--- src/rtl/audio_packetizer.sv ---
// audio_packetizer: multichannel PCM-to-frame packetizer.
// Each pcm_stb is serialised (NCH channels x SBYTES bytes, little-endian per channel) into the
// payload area of one of two ping-pong BRAM banks; a full bank is handed to the Ethernet sender.
// Optional feature macro: AUDIO_PKT_SEQ_EN (16-bit frame sequence number at HDR_LEN).
`timescale 1ns/1ps
module audio_packetizer #(
  parameter int unsigned NCH       = 2,
  parameter int unsigned SBYTES    = 2,
  parameter int unsigned SPF       = 28,
  parameter int unsigned HDR_LEN   = 14,
  parameter int unsigned BANK_SIZE = 512,
  parameter int unsigned AW        = 10
) (
  input  logic                    clk,
  input  logic                    rst_n,
  input  logic                    pcm_stb,
  input  logic [NCH*SBYTES*8-1:0] pcm_data,
  input  logic                    eth_busy,
  output logic                    eth_start,
  output logic                    tx_bank,
  output logic                    bram_wr_en,
  output logic [AW-1:0]           bram_wr_addr,
  output logic [7:0]              bram_wr_data,
  output logic [15:0]             drop_cnt
);

  localparam int unsigned BPS = NCH * SBYTES;
`ifdef AUDIO_PKT_SEQ_EN
  localparam int unsigned PAY_OFF = HDR_LEN + 2;
`else
  localparam int unsigned PAY_OFF = HDR_LEN;
`endif
  localparam int unsigned SIW = $clog2(SPF + 1);
  localparam int unsigned BIW = $clog2(BPS + 1);

  typedef enum logic [2:0] {StIdle, StWrite, StEos, StFrame, StSeqHi} state_e;

  state_e             state;
  logic [BPS*8-1:0]   shadow;
  logic               wr_bank;
  logic [SIW-1:0]     sample_idx;
  logic [BIW-1:0]     byte_idx;
  logic               pending;
  logic               inflight;
  logic               busy_seen;
  logic [1:0]         low_cnt;
`ifdef AUDIO_PKT_SEQ_EN
  logic [15:0]        seq;
`endif

  logic [AW-1:0] bank_base;
  logic [AW-1:0] pay_addr;
  logic [7:0]    cur_byte;
  logic          other_free;
  logic          stb_drop;
  logic          frame_drop;
  logic [1:0]    drop_inc;
  logic [16:0]   drop_sum;

  // Address/data for the current byte and the saturating drop-counter increment.
  always_comb begin
    bank_base  = wr_bank ? AW'(BANK_SIZE) : '0;
    pay_addr   = bank_base + AW'(PAY_OFF) + AW'(sample_idx) * AW'(BPS) + AW'(byte_idx);
    cur_byte   = 8'(shadow >> {byte_idx, 3'b000});
    // The pending/inflight bank is always the one not being filled.
    other_free = !pending && !inflight;
    stb_drop   = pcm_stb && (state != StIdle);
    frame_drop = (state == StFrame) && !other_free;
    drop_inc   = {1'b0, stb_drop} + {1'b0, frame_drop};
    drop_sum   = {1'b0, drop_cnt} + {15'b0, drop_inc};
  end

  // Writer FSM plus transmit hand-off; all outputs registered.
  always_ff @(posedge clk or negedge rst_n) begin
    if (!rst_n) begin
      state        <= StIdle;
      shadow       <= '0;
      wr_bank      <= 1'b0;
      sample_idx   <= '0;
      byte_idx     <= '0;
      pending      <= 1'b0;
      inflight     <= 1'b0;
      busy_seen    <= 1'b0;
      low_cnt      <= 2'd0;
      eth_start    <= 1'b0;
      tx_bank      <= 1'b0;
      bram_wr_en   <= 1'b0;
      bram_wr_addr <= '0;
      bram_wr_data <= 8'd0;
      drop_cnt     <= 16'd0;
`ifdef AUDIO_PKT_SEQ_EN
      seq          <= 16'd0;
`endif
    end else begin
      bram_wr_en <= 1'b0;
      eth_start  <= 1'b0;
      drop_cnt   <= drop_sum[16] ? 16'hFFFF : drop_sum[15:0];

      unique case (state)
        StIdle: begin
          if (pcm_stb) begin
            // Byte 0 goes out straight from the input; the rest from the shadow copy.
            shadow       <= pcm_data;
            bram_wr_en   <= 1'b1;
            bram_wr_addr <= pay_addr;
            bram_wr_data <= pcm_data[7:0];
            if (BPS == 1) begin
              state <= StEos;
            end else begin
              byte_idx <= BIW'(1);
              state    <= StWrite;
            end
          end
        end
        StWrite: begin
          bram_wr_en   <= 1'b1;
          bram_wr_addr <= pay_addr;
          bram_wr_data <= cur_byte;
          if (byte_idx == BIW'(BPS - 1)) begin
            byte_idx <= '0;
            state    <= StEos;
          end else begin
            byte_idx <= byte_idx + 1'b1;
          end
        end
        StEos: begin
          if (sample_idx == SIW'(SPF - 1)) begin
            state <= StFrame;
          end else begin
            sample_idx <= sample_idx + 1'b1;
            state      <= StIdle;
          end
        end
        StFrame: begin
          sample_idx <= '0;
          state      <= StIdle;
          if (other_free) begin
`ifdef AUDIO_PKT_SEQ_EN
            bram_wr_en   <= 1'b1;
            bram_wr_addr <= bank_base + AW'(HDR_LEN);
            bram_wr_data <= seq[7:0];
            state        <= StSeqHi;
`else
            pending <= 1'b1;
            wr_bank <= ~wr_bank;
`endif
          end
          // Otherwise the frame is dropped and the same bank is refilled.
        end
        StSeqHi: begin
`ifdef AUDIO_PKT_SEQ_EN
          bram_wr_en   <= 1'b1;
          bram_wr_addr <= bank_base + AW'(HDR_LEN + 1);
          bram_wr_data <= seq[15:8];
          pending      <= 1'b1;
          wr_bank      <= ~wr_bank;
          seq          <= seq + 16'd1;
`endif
          state <= StIdle;
        end
        default: state <= StIdle;
      endcase

      // Start/release of the transmit bank runs alongside the writer.
      if (pending && !inflight && !eth_busy) begin
        eth_start <= 1'b1;
        tx_bank   <= ~wr_bank;
        pending   <= 1'b0;
        inflight  <= 1'b1;
        busy_seen <= 1'b0;
        low_cnt   <= 2'd0;
      end else if (inflight) begin
        if (eth_busy) begin
          busy_seen <= 1'b1;
        end else if (busy_seen || low_cnt == 2'd2) begin
          // Falling edge of busy, or the sender never picked the start up.
          inflight <= 1'b0;
        end else begin
          low_cnt <= low_cnt + 2'd1;
        end
      end
    end
  end

endmodule

--- config.mk ---
export PLATFORM = sky130hd
export DESIGN_NAME = audio_packetizer
export DESIGN_NICKNAME = d
export VERILOG_FILES = /design/src/rtl/audio_packetizer.sv
export SDC_FILE = /design/constraint.sdc
export NUM_CORES = 1
export LEC_CHECK = 0
export CORE_MARGIN = 4
export CORE_UTILIZATION = 54
export CTS_BUF_LIST = sky130_fd_sc_hd__clkbuf_8
export CTS_CLUSTER_SIZE = 8
export DETAILED_ROUTE_END_ITERATION = 16
export PLACE_DENSITY_LB_ADDON = 0.12
export SYNTH_ARGS = -nofsm -noshare
export SYNTH_HDL_FRONTEND = slang
export SYNTH_SLANG_ARGS = --single-unit
--- constraint.sdc ---
create_clock -name clk -period 2.6 [get_ports clk]
set_input_delay 0.65 -clock clk [delete_from_list [all_inputs] [get_ports clk]]
set_output_delay 0.65 -clock clk [all_outputs]
set_load 0.01 [all_outputs]
# [Word level (Yosys, flattened, before mapping)]
# Index checks and enable logic that the tools add are counted.
# W data, S select, Z words.
[word_totals] register_bits=86 in_bits=36 output_inout_bits=37 elab_cells=93
[classes] add_sub_neg=8 n_eq_ne=11 n_shift=1 n_mux=31 n_bitwise=1 n_reduce_logical=26
[ops] cell="$shr A32 B6 Y8" n=1
[ops] cell="$mux W10" n=2
[ops] cell="$pmux W10 S2" n=1
[ops] cell="$add A16 B2 Y17" n=1
[ops] cell="$mux W16" n=1
[ops] cell="$pmux W8 S2" n=1
[ops] cell="$reduce_and A2 Y1" n=7
[ops] cell="$mux W1" n=12
[ops] cell="$reduce_bool A2 Y1" n=6
[ops] cell="$add A10 B3 Y10" n=1
[ops] cell="$add A10 B4 Y10 const B" n=1
[ops] cell="$add A10 B7 Y10" n=1
[ops] cell="$mux W2" n=5
[ops] cell="$pmux W5 S2" n=1
[ops] cell="$eq A3 B2 Y1 const B" n=3
[ops] cell="$mux W3" n=3
[ops] cell="$pmux W3 S3" n=1
[ops] cell="$mux W8" n=1
[ops] cell="$ne A2 B2 Y1 const B" n=4
[ops] cell="$pmux W3 S2" n=1
[ops] cell="$add A5 B1 Y5 const B" n=1
[ops] cell="$eq A5 B5 Y1 const B" n=1
[ops] cell="$logic_and A1 B1 Y1" n=5
[ops] cell="$mux W5" n=1
[ops] cell="other kinds (13)" n=16

# [Longest topological paths before layout]
# Gate-level depths: netlist (run 1).
[depth] depth_word=7 depth_mapped=10 depth_no_buf=10

# [Worst setup path after synthesis (run 1)]
# Ideal clock, no wire load.
[synth_path] path_type="register to register" startpoint="reg state[1]" endpoint="reg drop_cnt[9]" setup_time_ps=128 arrival_ps=2130 required_ps=2472 setup_slack_ps=343 stages_incl_launch_ff=9 n_path_buf=1 period_less_slack_ps=2257 cell_sequence="dfrtp_1 -> clkbuf_1 -> o21a_1 -> fa_1 -> ha_1 -> and3_1 -> nand4_1 -> nand2_1 -> mux2_1"
[synth_between] elab_chain_len=5 word_cells_on_any_way=7 classes_between="add/sub (2); eq/ne (1); mux (1); reduce/logical (3)"
[synth_rtl] item="start, declared" line="38" rtl="state_e state;"
[synth_rtl] item="start signal, assigned" line="76" rtl="state <= StIdle;"
[synth_rtl] item="start signal, assigned" line="108" rtl="state <= StEos;"
[synth_rtl] item="start signal, assigned" line="111" rtl="state <= StWrite;"
[synth_rtl] item="$eq A3 B2 Y1 or $reduce_bool A3 Y1 (tied branches)" line="68, 67"
[synth_rtl] item="$logic_and A1 B1 Y1 (on tied branches)" line="68, 67"
[synth_rtl] item="$add A1 B1 Y2 (*)" line="69" rtl="drop_inc = {1'b0, stb_drop} + {1'b0, frame_drop};"
[synth_rtl] item="$add A16 B2 Y17 (*)" line="70" rtl="drop_sum = {1'b0, drop_cnt} + {15'b0, drop_inc};"
[synth_rtl] item="$mux W16 (*)" line="97" rtl="drop_cnt <= drop_sum[16] ? 16'hFFFF : drop_sum[15:0];"
[synth_rtl] item="end signal, assigned" line="97"
[synth_rtl] item="end, declared" line="24" rtl="output logic [15:0] drop_cnt"
# Mark *: on every way between the ends. The rest lies on a longest branch, timed or not.
# A chain may end at the register's enable or synchronous reset.

# [Worst setup path after layout (run 1)]
[layout_path] startpoint="in pcm_stb" endpoint="reg drop_cnt[9]"
[layout_between] elab_chain_len=4
[layout_rtl] item="start, declared" line="16" rtl="input logic pcm_stb,"
[layout_rtl] item="$logic_and A1 B1 Y1" line="67" rtl="stb_drop = pcm_stb && (state != StIdle);"
[layout_rtl] item="$add A1 B1 Y2" line="69"
[layout_rtl] item="$add A16 B2 Y17" line="70"
[layout_rtl] item="$mux W16" line="97"
# Every way passes these cells.

==> results.txt, run 1 <==
----------------------------------------------------
[Worst setup path]
  Worst Path Max Fanout ... 3
  Capture point of the critical path ... drop_cnt[9]
  Required time at the endpoint of the critical path ... approximately 2.8 ns
  Type of the worst setup path ... input pin to flop
  Length in cells of the worst reg-to-reg path ... 8
  Arrival time at the worst endpoint ... roughly 2.5 ns
  Worst setup startpoint ... pcm_stb
  Type of element capturing the critical path ... flop
  Worst reg2reg path endpoint ... drop_cnt[9]
  Reg-to-reg critical path startpoint ... inflight
  Launching element type of the critical path ... input pin
  Setup slack of the most critical reg-to-reg path ... between 0.4 and 0.5 ns

[Timing]
  Final hold vios ... 0
  Clock Skews ... about 0.0091 ns
  Final Max Tran Viols ... 0
  Relative slew slack ... a little over half
  Post-layout min period ... between 2 and 2.5 ns
  Achievable clock frequency ... between 0.4 and 0.5 GHz
  # setup viols final ... 0
  Actual transition at the worst max-transition pin ... ~0.70 ns
  Post-route fraction of the period consumed by the critical path ... between 80 and 90%
  RSZ-0062 raised after global routing ... false
  Setup TNS after final layout ... 0 ns

[Yosys]
  Net Count, Synth ... approximately 370
  Flip-flop and latch count after synthesis ... 84
  Synth warnings ... 0
  Adder-cell area share of the yosys netlist ... under 10%
  Synth Area per Inst ... between 10 and 15 µm²
  Flip-flop cell with the highest count after synthesis ... sky130_fd_sc_hd__dfrtp_1
  Main combinational cell family by area after synthesis ... multiplexers
  Library cells used by synthesis ... 43
  Most area-consuming cells after synthesis ... sky130_fd_sc_hd__dfrtp_1, sky130_fd_sc_hd__mux2_1, sky130_fd_sc_hd__mux4_2, sky130_fd_sc_hd__nand2_1, sky130_fd_sc_hd__ha_1
  Post-synthesis mux area share ... between 10% and 20%
  Count of mapped cells out of synthesis ... between 300 and 400
  Post-synthesis sequential area ratio ... between 50% and 60%
  Share of the synthesized area in compound gates (AO/OA/AOI/OAI) ... roughly 9%
  Leading area contributor after synthesis ... sky130_fd_sc_hd__dfrtp_1
  Simple-Gate Fraction of Synth Area ... around an eighth
  Number of flops mapped to enable cells by yosys ... 0
  Share of Yosys cell area claimed by the top area cell type ... between 50% and 60%
  Asr flop ratio synth ... 100%
  Area share of xor/xnor cells in the synthesized design ... under 10%
  Post-synthesis cell area ... 3860 µm²

[Routing]
  Final wirelength ... between 7 and 8 mm
  Drt wl/cell ... 15.3 µm
  Number of iterations in the first detailed-routing pass ... 4
  DRC errors left ... 0
  Antenna viol nets, final ... 0
  Ratio of routed vias to standard cells ... approximately 5.4
  Starting DRC count in detailed routing ... 117
  Count of vias placed by the detailed router ... about 2700

[GRT]
  First-pass GRT wire length ... ~13 mm
  Antenna violations before repair ... 0
  Number of global-route vias before repair ... 2716
  Pin count of the biggest net entering global routing ... 52
  Remaining Overflow, GRT ... 0
  Met1 usage in global routing ... between 20% and 30%
  GRT busiest layer ... met2
  Met3 track demand over resource in global routing ... 4.14%
  Total global-route track usage ... 19.0%
  Grt met2 use ... between 30% and 40%

[Clock network]
  Clock transition at the registers of the reported paths ... 0.09 ns
  Post-cts sizing count ... 0
  Clock Sink Count ... 84
  Clock tree from TritonCTS ... built
  Max H-tree Level ... 3
  TritonCTS Buffers ... 9
  Hold buffers post-CTS ... 0
  Latest clock arrival within the worst-skew pair ... approximately 0.35 ns
  Number of buffers between clock root and the deepest sink ... 2
  Post-CTS setup buffer count ... 0
  CTS Root Cell ... sky130_fd_sc_hd__clkbuf_8

[Floorplan]
  Starting density of the core ... between 50% and 60%
  Site row count ... 30
  Die Y-Extent ... 92.6 µm
  Chip Width ... a little over 90 µm
  IO Pins ... between 70 and 80
  Die area ... about 8600 µm²
  Core area ... 6870 µm²

[Run status]
  Run status ... finished, final reports clean

[Placement]
  IO buf count ... just over 70
  Standard cell area after detailed placement ... 4750 µm²
  Post-DP HPWL ... ~5.6 mm
  Routability congestion estimate ... between 0.7 and 0.8

[Layout]
  Nets ... approximately 450
  Layout filler cell count ... just over 500
  Final Instance Area ... ~5000 µm²
  # diodes ... 0
  Layout Area Growth over Synthesis ... 29.2%
  Fraction of layout cells with a size suffix above 1 ... between 10 and 15%
  Final Core Density ... 72.6%

[Power and ir drop]
  Max IR drop VDD ... around 0.62 mV
  Leak pwr ... between 2 and 2.5 nW
  Power density of the placed cells ... between 1000 and 1500 nW/µm²

[Hold path]
  Min-Delay Path Class ... input pin to async pin

[Job]
  Number of max-capacitance violations reported ... 0

----------------------------------------------------
[per-layer routing]
metal | share of wire (%) | routed length, µm
met1 | 45 | 3500
met2 | 49 | 3810
met3 | 4.1 | 320
met4 | 1.8 | 138
met5 | 0 | 0
[stage by stage]
step	worst slack [ns]	total power [mW]	hold WS (ns)	std cells
final	0.329	5.44	0.227	507
after global routing	0.197	5.85	0.249	507
after CTS	0.318	5.51	0.232	507
after detailed placement	-0.0448	4.43	0.469	491
after global placement	-0.0000748	4.31	0.459	491
after floorplan	0.343	3.56	0.354	323
[area by class of cell]
type,count,area [µm²],area share [%]
Inverter,19,71.3,1.43
Sequential cell,84,2100,42.1
Multi-Input combinational cell,207,1620,32.5
Tap cell,96,120,2.41
Clock inverter,5,83.8,1.68
Clock buffer,11,151,3.03
Timing Repair Buffer,85,838,16.8
[how the worst min path moves through the flow]
stage	end	startpoint	depth (start not counted)	slack, ns
3_5_place_dp	bram_wr_addr[9]	bram_wr_addr[9]	2	0.47
5_1_grt	bram_wr_addr[5]	rst_n	1	0.25
3_3_place_gp	bram_wr_addr[9]	bram_wr_addr[9]	2	0.46
2_1_floorplan	bram_wr_addr[0]	rst_n	0	0.35
4_1_cts	bram_wr_addr[5]	rst_n	1	0.23
6_report	bram_wr_addr[4]	rst_n	1	0.23
[worst max-delay path, stage by stage]
cell	delay (ns)
sky130_fd_sc_hd__clkdlybuf4s50_1	0.43
sky130_fd_sc_hd__o21a_1	0.13
sky130_fd_sc_hd__fa_1	0.41
sky130_fd_sc_hd__ha_1	0.21
sky130_fd_sc_hd__and3_1	0.20
sky130_fd_sc_hd__nand4_1	0.12
sky130_fd_sc_hd__nand2_1	0.06
sky130_fd_sc_hd__mux2_1	0.28
[placed cells by master, fill, tap and decap left out, types with 3 or more instances in the layout]
| master | instances |
|---|---|
| sky130_fd_sc_hd__a21oi_1 | 9 |
| sky130_fd_sc_hd__a222oi_1 | 8 |
| sky130_fd_sc_hd__a31oi_1 | 5 |
| sky130_fd_sc_hd__and2_1 | 3 |
| sky130_fd_sc_hd__and3_1 | 7 |
| sky130_fd_sc_hd__buf_4 | 13 |
| sky130_fd_sc_hd__clkbuf_8 | 11 |
| sky130_fd_sc_hd__clkdlybuf4s50_1 | 70 |
| sky130_fd_sc_hd__dfrtp_1 | 84 |
| sky130_fd_sc_hd__ha_1 | 8 |
| sky130_fd_sc_hd__inv_1 | 19 |
| sky130_fd_sc_hd__mux2_1 | 34 |
| sky130_fd_sc_hd__mux4_2 | 7 |
| sky130_fd_sc_hd__nand2_1 | 36 |
| sky130_fd_sc_hd__nand2b_1 | 7 |
| sky130_fd_sc_hd__nand3_1 | 9 |
| sky130_fd_sc_hd__nand4_1 | 4 |
| sky130_fd_sc_hd__nor2_1 | 10 |
| sky130_fd_sc_hd__nor2b_1 | 4 |
| sky130_fd_sc_hd__nor3_1 | 3 |
| sky130_fd_sc_hd__o21a_1 | 4 |
| sky130_fd_sc_hd__o21ai_0 | 17 |
| sky130_fd_sc_hd__xor2_1 | 7 |
[cells by family after synthesis]
logic type,count (synthesis)
AO/OA/AOI/OAI,52
AND/OR/NAND/NOR,91
other,1
adder cells (fa/ha/maj),10
buffers and inverters,32
XOR/XNOR,9
multiplexers,44
flip-flops,84
[registers in the layout (all words and copies together) (netlist names), 2 cells and up]
signal	cells
bram_wr_addr	9
bram_wr_data	8
drop_cnt	16
low_cnt	2
sample_idx	5
byte_idx	3
state	2
shadow	32
[power by group]
part / leakage, nW / switching, mW / internal, mW
Sequential: 1.04 / 0.380 / 1.85
Clock: 0.112 / 0.462 / 0.595
Combinational: 1.08 / 0.945 / 1.21
[cell usage after synthesis (all sizes together) (2+ instances only)]
| cell type | count |
|---|---|
| and4 | 3 |
| dfrtp | 84 |
| a31oi | 5 |
| o21ai | 17 |
| a21oi | 9 |
| ha | 8 |
| mux4 | 8 |
| nor3 | 3 |
| mux2 | 36 |
| fa | 2 |
| nand3 | 9 |
| o22ai | 2 |
| nand4 | 4 |
| and2 | 4 |
| nor2b | 5 |
| clkbuf | 4 |
| inv | 19 |
| buf | 9 |
| and3 | 7 |
| nor2 | 10 |
| a222oi | 8 |
| a32o | 2 |
| xor2 | 7 |
| nand2 | 36 |
| xnor2 | 2 |
| o21a | 4 |
| nand2b | 7 |
(Power assumes the default switching activity.)
==> inputs of run 2 (changes only) <==
--- a/config.mk
+++ b/config.mk
@@ -11,6 +11,7 @@
 export CTS_CLUSTER_SIZE = 8
 export DETAILED_ROUTE_END_ITERATION = 16
 export PLACE_DENSITY_LB_ADDON = 0.12
+export SETUP_SLACK_MARGIN = 0.4
 export SYNTH_ARGS = -nofsm -noshare
 export SYNTH_HDL_FRONTEND = slang
 export SYNTH_SLANG_ARGS = --single-unit
==> run 2 against run 1 <==
Net effect: cell area decreased by 0.43%; largest cell class unchanged; sequential power about the same; non-clock buffer count shrank 1; worst hold slack better by 0.0051 ns; combinational power barely moved.
==> results.txt, run 2 (synthesis gave the netlist of run 1 again) <==
----------------------------------------------------
[Floorplan]
  Chip Width ... 92.6 µm (unchanged)
  Starting density of the core ... 56.2% (unchanged)
  Core area ... 6870 µm² (unchanged)
  Die area ... 8570 µm² (unchanged)
  Site row count ... 30 (unchanged)
  IO Pins ... 73 (unchanged)
  Die Y-Extent ... 92.6 µm (unchanged)

[Routing]
  Routed length on met2 ... 3.74 mm (-1.8%)
  Count of vias placed by the detailed router ... 2736 (-0.18%)
  Ratio of routed vias to standard cells ... 5.41 (about the same)
  Highest routed layer ... met4
  Final wirelength ... 7.60 mm (-2.2%)
  Antenna viol nets, final ... 0 (unchanged)
  Starting DRC count in detailed routing ... 133 (+14%)
  DRC errors left ... 0 (unchanged)
  Number of iterations in the first detailed-routing pass ... 5 (+1)
  Met3 WL ... 357 µm (+12%)
  Detailed-route wire length on metal 1 ... 3.40 mm (-2.8%)
  Drt wl/cell ... 15.0 µm (-2.0%)

[Layout]
  Biggest regs ... shadow: 32 flops, drop_cnt: 16 flops, bram_wr_addr: 9 flops
  Most frequent cells in the layout ... sky130_fd_sc_hd__dfrtp_1, sky130_fd_sc_hd__clkdlybuf4s50_1, sky130_fd_sc_hd__nand2_1
  Layout Area Growth over Synthesis ... 28.6%
  # diodes ... 0 (unchanged)
  Largest register by flop count ... shadow
  Nets ... 451 (-0.22%)
  Final Instance Area ... 4970 µm² (-0.43%)
  Fraction of layout cells with a size suffix above 1 ... 11.5% (+0.76 points)
  Most frequent standard cell in the layout excluding fill and tap cells ... sky130_fd_sc_hd__dfrtp_1
  Max FFs per register ... 32 (unchanged)

[Timing]
  Final Max Tran Viols ... 0 (unchanged)
  Relative slew slack ... 53.9% (+1.0 points)
  # setup viols final ... 0 (unchanged)
  Final hold vios ... 0 (unchanged)
  RSZ-0062 raised after global routing ... false
  Achievable clock frequency ... 0.486 GHz (+10%)
  Actual transition at the worst max-transition pin ... 0.689 ns (-0.0149 ns)
  Clock Skews ... 0.00963 ns (+0.000572 ns)
  Hold slack ... 0.232 ns (+0.00509 ns)
  Post-route setup slack ... 0.544 ns (+0.216 ns)
  Post-layout min period ... 2.06 ns (-0.216 ns)
  Post-route fraction of the period consumed by the critical path ... 79.1% (-8.3 points)

[Clock network]
  Clock tree from TritonCTS ... built
  Max H-tree Level ... 3 (unchanged)
  CTS Root Cell ... sky130_fd_sc_hd__clkbuf_8
  Clock Sink Count ... 84 (unchanged)
  Clock transition at the registers of the reported paths ... 0.09 ns (about the same)
  TritonCTS Buffers ... 9 (unchanged)
  Latest clock arrival within the worst-skew pair ... 0.35 ns (about the same)
  Number of buffers between clock root and the deepest sink ... 2 (unchanged)

[Worst setup path]
  Crit path cell chain ... clkdlybuf4s50_1
  Type of the worst setup path ... flop to primary output
  Launching element type of the critical path ... flop
  Worst reg2reg path endpoint ... drop_cnt[9]
  Worst setup startpoint ... drop_cnt[2]
  Setup slack of the most critical reg-to-reg path ... 0.55 ns (+0.06 ns)
  Arrival time at the worst endpoint ... 1.41 ns (-1.10 ns)
  CP peak stage delay ... 0.58 ns (+0.15 ns)
  Capture point of the critical path ... drop_cnt[2]
  Number of buffers and inverters on the critical path ... 1 (unchanged)
  Length in cells of the worst reg-to-reg path ... 8 (unchanged)
  Type of element capturing the critical path ... primary output
  Slowest CP cell ... sky130_fd_sc_hd__clkdlybuf4s50_1
  Logic depth of the worst path, buffers included ... 1 (-7)
  CP top delay family ... buffers and inverters
  Required time at the endpoint of the critical path ... 1.95 ns (-0.89 ns)
  Reg-to-reg critical path startpoint ... inflight
  Worst Path Max Fanout ... 7 (+4)

[Power and ir drop]
  Power density of the placed cells ... 1060 nW/µm² (-3.0%)
  Max IR drop VDD ... 0.574 mV (-7.0%)
  Leak pwr ... 2.20 nW (-1.0%)

[Placement]
  Standard cell area after detailed placement ... 4750 µm² (unchanged)
  Routability congestion estimate ... 0.823 (+4.2%)
  Worst-case setup slack after placement ... -0.0350 ns (+0.00976 ns)
  IO buf count ... 71 (unchanged)
  Post-DP HPWL ... 5.39 mm (-3.3%)

[Hold path]
  Min-Delay Path Class ... input pin to async pin

[GRT]
  Total global-route track usage ... 19.3% (+0.24 points)
  First-pass GRT wire length ... 13.0 mm (+1.2%)
  Remaining Overflow, GRT ... 0 (unchanged)
  Number of global-route vias before repair ... 2810 (+3.5%)
  Antenna violations before repair ... 0 (unchanged)
  Pin count of the biggest net entering global routing ... 55 (+5.8%)

[Job]
  Number of max-capacitance violations reported ... 0 (unchanged)

[Run status]
  Run status ... finished, final reports clean

----------------------------------------------------
[run 2: where the power goes]
part	leakage (nW)	switching [mW]	internal, mW	total [mW]
logic	1.08	0.910	1.22	2.13
registers	1.04	0.405	1.85	2.25
clock network	0.0815	0.493	0.380	0.872
[run 2: worst min path at each step]
stage	startpoint	endpoint	slack, ns	depth (start not counted)
global placement	shadow[13]	shadow[13]	0.46	1
finish	rst_n	eth_start	0.23	1
global route	rst_n	eth_start	0.25	1
CTS	rst_n	drop_cnt[14]	0.23	1
detailed placement	bram_wr_addr[5]	bram_wr_addr[5]	0.47	2
floorplan	rst_n	bram_wr_addr[0]	0.35	0
[run 2: through the flow]
step | setup TNS [ns] | instances | total power [mW] | util (%)
4_1_cts | 0 | 505 | 5.30 | 71.9
6_report | 0 | 506 | 5.25 | 72.3
5_1_grt | 0 | 506 | 5.67 | 72.3
3_5_place_dp | -0.0380 | 489 | 4.40 | 69.2
3_3_place_gp | 0 | 489 | 4.31 | 69.2
2_1_floorplan | 0 | 323 | 3.57 | -
[run 2: timing repair]
action / 4_1_cts / 5_1_grt
hold buffers: 0 / 0
gates resized for setup: 2 / 4
gates cloned: 0 / 0
endpoints found under the setup margin: 5 / 13
pin swaps: 0 / 1
setup buffers: 0 / 1
[run 2: area by class of cell]
cell class | count | area (µm²)
flip-flops and latches | 84 | 2100
fillers | 493 | 1900
multi-input cells | 207 | 1640
repair buffers | 84 | 846
clock buffers | 10 | 138
well taps | 96 | 120
inverters | 19 | 71.3
clock inverters | 6 | 47.5
[run 2: routing by layer]
metal	global-route usage, %	vias to the layer above
li1	-	1316
met1	25.1	1357
met2	31.2	54
met3	4.22	9
met4	8.17	0
met5	0	-
